<file path="config.mk">
export PLATFORM = sky130hd
export DESIGN_NAME = ifetch_unit
export DESIGN_NICKNAME = d
export VERILOG_FILES = /design/src/rtl/ifetch_unit.sv
export SDC_FILE = /design/constraint.sdc
export NUM_CORES = 1
export LEC_CHECK = 0
export BUFFER_PORTS_ARGS = -buffer_cell sky130_fd_sc_hd__buf_2
export CORE_ASPECT_RATIO = 0.6
export CORE_MARGIN = 8
export CORE_UTILIZATION = 25
export DETAILED_ROUTE_END_ITERATION = 6
export SLEW_MARGIN = 20
export SYNTH_ARGS = -nofsm -noshare
export SYNTH_HDL_FRONTEND = slang
export SYNTH_SLANG_ARGS = --single-unit
</file>
<file path="constraint.sdc">
create_clock -name clock -period 2 [get_ports clock]
set_input_delay 0.1 -clock clock [delete_from_list [all_inputs] [get_ports clock]]
set_output_delay 0.1 -clock clock [all_outputs]
set_load 0.005 [all_outputs]
</file>
<file path="src/rtl/ifetch_unit.sv">
// Instruction-fetch stage: PC register, next-PC selection, jal link capture and ROM addressing.
// Optional retired/redirect performance counters are built when IFETCH_PERF_EN is defined.
module ifetch_unit #(
    parameter logic [31:0] RESET_PC = 32'h0000_0000,
    parameter int          ROM_AW   = 14
) (
    input  logic              clock,
    input  logic              reset,
    input  logic              fetch_en,
    input  logic [31:0]       rom_data,
    output logic [ROM_AW-1:0] rom_addr,
    output logic [31:0]       Instruction,
    input  logic              Branch,
    input  logic              nBranch,
    input  logic              Jmp,
    input  logic              Jal,
    input  logic              Jr,
    input  logic              Zero,
    input  logic [31:0]       Addr_result,
    input  logic [31:0]       Read_data_1,
    output logic [31:0]       pc,
    output logic [31:0]       branch_base_addr,
`ifdef IFETCH_PERF_EN
    output logic [31:0]       retired_cnt,
    output logic [31:0]       redirect_cnt,
`endif
    output logic [31:0]       link_addr
);

    typedef enum logic [1:0] {S_BOOT, S_RUN, S_HOLD} state_t;

    state_t      r_state;
    state_t      w_state_nxt;
    logic [31:0] r_pc;
    logic [31:0] r_link;
    logic [31:0] w_pc_plus4;
    logic [31:0] w_next_pc;
    logic        w_run;
    logic        w_advance;
    logic        w_taken;
    logic        w_unused;

    always_ff @(posedge clock or posedge reset) begin
        if (reset) begin
            r_state <= S_BOOT;
        end else begin
            r_state <= w_state_nxt;
        end
    end

    // BOOT lasts exactly one edge so the ROM can register the word at RESET_PC.
    always_comb begin
        w_state_nxt = S_BOOT;
        case (r_state)
            S_BOOT:  w_state_nxt = S_RUN;
            S_RUN:   w_state_nxt = fetch_en ? S_RUN : S_HOLD;
            S_HOLD:  w_state_nxt = fetch_en ? S_RUN : S_HOLD;
            default: w_state_nxt = S_BOOT;
        endcase
    end

    always_comb begin
        w_run       = (r_state == S_RUN);
        w_advance   = w_run & fetch_en;
        Instruction = w_run ? rom_data : 32'h0000_0000;
    end

    assign w_pc_plus4 = r_pc + 32'd4;
    assign w_taken    = (Branch & Zero) | (nBranch & ~Zero);

    always_comb begin
        w_next_pc = r_pc;
        if (w_run) begin
            if (Jr) begin
                w_next_pc = {Read_data_1[31:2], 2'b00};
            end else if (Jmp | Jal) begin
                w_next_pc = {w_pc_plus4[31:28], Instruction[25:0], 2'b00};
            end else if (w_taken) begin
                w_next_pc = {Addr_result[31:2], 2'b00};
            end else begin
                w_next_pc = w_pc_plus4;
            end
        end
    end

    // Addressing the ROM with next_pc makes the registered word line up with the updated pc.
    assign rom_addr = w_next_pc[ROM_AW+1:2];

    always_ff @(posedge clock or posedge reset) begin
        if (reset) begin
            r_pc   <= RESET_PC;
            r_link <= 32'h0000_0000;
        end else if (w_advance) begin
            r_pc <= w_next_pc;
            if (Jal) begin
                r_link <= w_pc_plus4;
            end
        end
    end

`ifdef IFETCH_PERF_EN
    logic [31:0] r_retired;
    logic [31:0] r_redirect;

    always_ff @(posedge clock or posedge reset) begin
        if (reset) begin
            r_retired  <= 32'h0000_0000;
            r_redirect <= 32'h0000_0000;
        end else if (w_advance) begin
            r_retired <= r_retired + 32'd1;
            if (w_next_pc != w_pc_plus4) begin
                r_redirect <= r_redirect + 32'd1;
            end
        end
    end

    assign retired_cnt  = r_retired;
    assign redirect_cnt = r_redirect;
`endif

    assign w_unused         = ^{Read_data_1[1:0], Addr_result[1:0]};
    assign pc               = r_pc;
    assign branch_base_addr = w_pc_plus4;
    assign link_addr        = r_link;

endmodule

</file>
### After elaboration in Yosys (flattened, before gate mapping)

Cells that the tools add are included.

| storage, ports and cells | value |
|---|---|
| word-level logic and storage cells | 24 |
| bits in registers | 66 |

| cells by class | value |
|---|---|
| reduce and logical (&&, ||, !) cells | 4 |
| add/sub/neg operators | 1 |
| mux-type cells | 7 |
| equal/unequal tests | 2 |
| bitwise operators | 6 |

Operators by type and width:

| operator | number |
|---|---|
| 2-to-1 mux 32 bit | 4 |
| adder 32 x 3 -> 32 bit, second input constant | 1 |
| 2-to-1 mux 16 bit | 1 |
| one-hot mux 2 bit (2 select lines) | 1 |
| AND reduction 2 bit | 2 |
| AND 1 bit | 3 |
| == test 2 x 1 -> 1 bit, second input constant | 1 |
| == test 2 bit, second input constant | 1 |
| logical NOT 2 bit | 1 |
| 2-to-1 mux 2 bit | 1 |
| OR 1 bit | 2 |
| OR reduction 2 bit | 1 |
| NOT 1 bit | 1 |

### Longest topological paths before layout

| logic depth | value |
|---|---|
| depth in word-level cells | 7 |
| depth in mapped cells | 8 |

### Least setup slack after synthesis

No wires, ideal clock.

| path | value |
|---|---|
| kind | reg-to-reg |
| from | register r_pc[2], in the netlist pc[2] |
| to | register r_pc[26], in the netlist pc[26] |
| arrival | 2,099 ps |
| setup slack | -168 ps |
| clock period less this slack | 2,168 ps |
| buffers on the path | 0 |
| cell stages (with the launch flop) | 7 |
| cells stage by stage | dfrtp_1 > ha_1 > nand4_4 > nor4_4 > nand4_2 > or4_1 > nand3_1 |

| between the ends | value |
|---|---|
| cells in the longest elaborated chain, start to end | 4 |

RTL lines:

| element | RTL line | text |
|---|---|---|
| from (decl) | 34 | `logic [31:0] r_pc;` |
| from (signal assigned) | 94 | `r_pc <= w_next_pc;` |
| adder 32 x 3 -> 32 bit | 68 | `assign w_pc_plus4 = r_pc + 32'd4;` |
| 2-to-1 mux 32 bit | 78 | `end else if (w_taken) begin` |
| 2-to-1 mux 32 bit | 76 | `end else if (Jmp \| Jal) begin` |
| 2-to-1 mux 32 bit | 74 | `if (Jr) begin` |

No other way between the ends.
A chain may end at the register's enable or synchronous reset.

### Worst setup path after layout

| path | value |
|---|---|
| from | register r_pc[6], in the netlist pc[6] |
| to | output port rom_addr[7] |

| between the ends | value |
|---|---|
| cells in the longest elaborated chain, start to end | 5 |

RTL lines:

| element | RTL line | text |
|---|---|---|
| adder 32 x 3 -> 32 bit | 68 |  |
| 2-to-1 mux 32 bit | 78 |  |
| 2-to-1 mux 32 bit | 76 |  |
| 2-to-1 mux 32 bit | 74 |  |
| 2-to-1 mux 16 bit | 73 | `if (w_run) begin` |
| to (decl) | 11 | `output logic [ROM_AW-1:0] rom_addr,` |

No other way between the ends.

==> flow_metrics.env <==
export IMPL_status="complete, but fails checks"
export IMPL_failed_checks="negative setup slack"
export IMPL_synth_fp_nets=635
export IMPL_min_path_cells=2
export IMPL_clock_tree_buffer_depth=2
export IMPL_via_per_inst=4.98
export IMPL_h_tree_depth=3
export IMPL_final_common_cell="buf_2"
export IMPL_p_int_mw=6.70
export IMPL_worst_path_max_fanout=6
export IMPL_ioPinCount=247
export IMPL_p_comb_share_pct=62.5
export IMPL_critPathLaunchType="flop"
export IMPL_rows=38
export IMPL_fillers=1799
export IMPL_clock_latency_ns=0.34
export IMPL_fin_ws_ns=-0.149
export IMPL_area_growth_pct=78.0
export IMPL_area_sequential_sq_um=1660
export IMPL_synth_seq_area_share_pct=36.1
export IMPL_first_pass_iters=5
export IMPL_synth_edf_count=0
export IMPL_tightestPinTransition_ns=0.743
export IMPL_worst_hold_slack_ns=0.0279
export IMPL_yosys_register_bits=66
export IMPL_period_share_pct=107
export IMPL_grt_util_all_layers_pct=19.5
export IMPL_async_flop_share_pct=100
export IMPL_drt_wl_total_um=23300
export IMPL_crit_chain="buf_4 -> buf_6 -> nand3_1 -> nor2_4 -> nand3_2 -> xor2_2 -> o31ai_1 -> buf_2"
export IMPL_p_leak_nw=4.09
export IMPL_multi_input_area_sq_um=3250
export IMPL_crit_cells=8
export IMPL_worstSetupPathType="reg2out"
export IMPL_crit_buf_inv=3
export IMPL_antenna_diode_count=0
export IMPL_clk_pin_slew_ns=0.06
export IMPL_die_area_sq_um=23000
export IMPL_r2r_end="pc[13]$_DFFE_PP0P_"
export IMPL_worst_path_largest_cell_delay_ns=0.40
export IMPL_reg2reg_from="pc[6]$_DFFE_PP0P_"
export IMPL_wl_per_cell_um=20.8
export IMPL_placeableCoreArea_sq_um=18000
export IMPL_critPathSlowestCell="dfrtp_1"
export IMPL_hold_end="r_state[1]$_DFF_PP0_"
export IMPL_grt_setup_unrepaired="true"
export IMPL_placed_area_sq_um=6460
export IMPL_start_util_pct=25.4
export IMPL_gr_total_overflow=0
export IMPL_cts_buffers=9
export IMPL_maxCapViolations=0
export IMPL_synth_cell_type_count=60
export IMPL_syn_avg_cell_area_sq_um=8.69
export IMPL_die_h_um=121
export IMPL_finalSetupViolCount=27
export IMPL_design_area_sq_um=8140
export IMPL_yosys_warnings=0
export IMPL_synth_ff_type="dfrtp_1"
export IMPL_max_freq_mhz=465
export IMPL_port_buffers=242
export IMPL_drt_iter0_markers=364
export IMPL_clock_power_share_pct=16.1
export IMPL_switching_share_pct=40.2
export IMPL_hold_violations=0
export IMPL_seq_power_share_pct=21.4
export IMPL_hp_class="in2reg"
export IMPL_powerDensity_nw_per_um2=1380
export IMPL_grt_max_degree=33
export IMPL_setup_tns_final_ns=-1.70
export IMPL_rrSetupSlack_ns=-0.08
export IMPL_detail_route_antenna_nets=0
export IMPL_final_layout_size_suffix_gt1_share_pct=60.4
export IMPL_mostFrequentLayoutCells="237 x buf_2, 100 x buf_4, 63 x dfrtp_1"
export IMPL_syn_inst=526
export IMPL_grt_pass1_wl_um=34700
export IMPL_cp_top_family="buffers and inverters"
export IMPL_worstHoldStart="fetch_en"
export IMPL_p_switching_mw=4.50
export IMPL_grt_antenna_before_repair=1
export IMPL_slew_headroom_pct=50.4
export IMPL_gp_congestion=0.836
export IMPL_cts_root_buf="clkbuf_16"
export IMPL_postLayoutCoreUtil_pct=45.3
export IMPL_grt_pass1_vias=5694
export IMPL_rr_worst_depth=12
export IMPL_crit_required_ns=1.90
export IMPL_slew_violations=0
export IMPL_cp_arrival_ns=2.05
export IMPL_ir_drop_mv=0.940
export IMPL_synth_cell_area_sq_um=4570
export IMPL_drc=0
export IMPL_fin_crit_ns=2.15
export IMPL_end_kind="output pin"
export IMPL_fin_nets=988
export IMPL_fin_worst_skew_ns=0.00877
export IMPL_cts_sinks=66
export IMPL_cts_tree="done"
export IMPL_dieWidth_um=191
export IMPL_num_vias=5602
export IMPL_post_dp_hpwl_um=17600
how the worst max path moves through the flow:
stage / endpoint / from
2_1_floorplan: pc[26]$_DFFE_PP0P_ / pc[2]$_DFFE_PP0P_
3_3_place_gp: rom_addr[9] / r_state[1]$_DFF_PP0_
3_5_place_dp: rom_addr[0] / r_state[1]$_DFF_PP0_
4_1_cts: branch_base_addr[31] / pc[8]$_DFFE_PP0P_
5_1_grt: branch_base_addr[31] / pc[6]$_DFFE_PP0P_
6_report: rom_addr[7] / pc[6]$_DFFE_PP0P_
per-stage QoR:
step | power, mW | setup WS (ns) | std cells
after floorplan | 4.92 | 0.00340 | 526
after global placement | 7.68 | 0.00285 | 1036
after detailed placement | 7.73 | -0.00784 | 1036
after CTS | 10.7 | -0.166 | 1102
after global routing | 11.9 | -0.254 | 1124
final | 11.2 | -0.149 | 1124
power by group through the flow:
| stage | Combinational, mW | Sequential [mW] | Clock [mW] |
|---|---|---|---|
| after detailed placement | 5.33 | 2.40 | 0 |
| final | 7.00 | 2.39 | 1.80 |
| after global placement | 5.31 | 2.37 | 0 |
| after CTS | 6.48 | 2.38 | 1.83 |
| after global routing | 7.57 | 2.47 | 1.90 |
| after floorplan | 2.42 | 2.49 | 0 |
Yosys cell counts (6+ instances only):
cell type | number | share of area, %
o22ai_1 | 7 | 0.96
clkbuf_1 | 31 | 2.5
nand2b_1 | 13 | 1.8
xor2_1 | 7 | 1.3
o31ai_1 | 9 | 1.5
o21ai_0 | 33 | 3.6
nor3_1 | 13 | 1.4
nor2_1 | 32 | 2.6
a21oi_1 | 35 | 3.8
nand4_1 | 13 | 1.8
xnor2_1 | 21 | 4.0
nand3_1 | 19 | 2.1
mux2_2 | 30 | 7.4
a32o_1 | 6 | 1.3
inv_1 | 22 | 1.8
and2_1 | 37 | 5.1
nand2_1 | 44 | 3.6
dfrtp_1 | 66 | 36
a221oi_1 | 6 | 1.1
a31o_2 | 10 | 1.9
buf_4 | 6 | 0.99
routing by layer:
layer | vias up | GRT usage [%] | share of wire, %
li1 | 2621 | - | -
met1 | 2710 | 27.2 | 47
met2 | 249 | 29.5 | 44
met3 | 20 | 6.30 | 8.8
met4 | 2 | 3.14 | 0.75
met5 | - | 0 | 0.051
cell families (layout without fill, tap and decap cells):
group | count (synthesis) | after routing | share of synthesized area [%]
AOI/OAI and AO/OA | 140 | 140 | 20.4
adders and majority gates | 4 | 4 | 1.10
muxes | 32 | 32 | 7.91
DFF | 66 | 66 | 36.1
buffers and inverters | 61 | 419 | 5.53
and+or+nand+nor | 195 | 195 | 23.5
xor gates and xnor gates | 28 | 28 | 5.37
area by class of cell:
cell class / count / area share [%]
Clock buffer: 10 / 2.94
Clock inverter: 6 / 1.09
Timing Repair Buffer: 381 / 30.9
Multi-Input combinational cell: 399 / 39.9
Sequential cell: 66 / 20.3
Tap cell: 240 / 3.69
Inverter: 22 / 1.08
repair_timing:
action | in CTS | in global routing
hold buffers | 1 | 0
pin swaps | 37 | 37
cloned | 1 | 0
endpoints found under the hold margin | 30 | 0
endpoints found under the setup margin | 37 | 75
setup buffers | 48 | 23
resized for setup | 91 | 77
worst register-to-register path, delay by kind of cell (launching register included):
kind	cells	cell delay (ns)
flops	1	0.40
compound gates	2	0.17
buf+inv	7	0.85
xor+xnor	1	0.17
simple gates	2	0.43
flip-flops by register name, summed over array words and instances, names as in the netlist:
register   cells
pc            32
r_state        2
link_addr     32
Power figures use the tool's default switching activity.
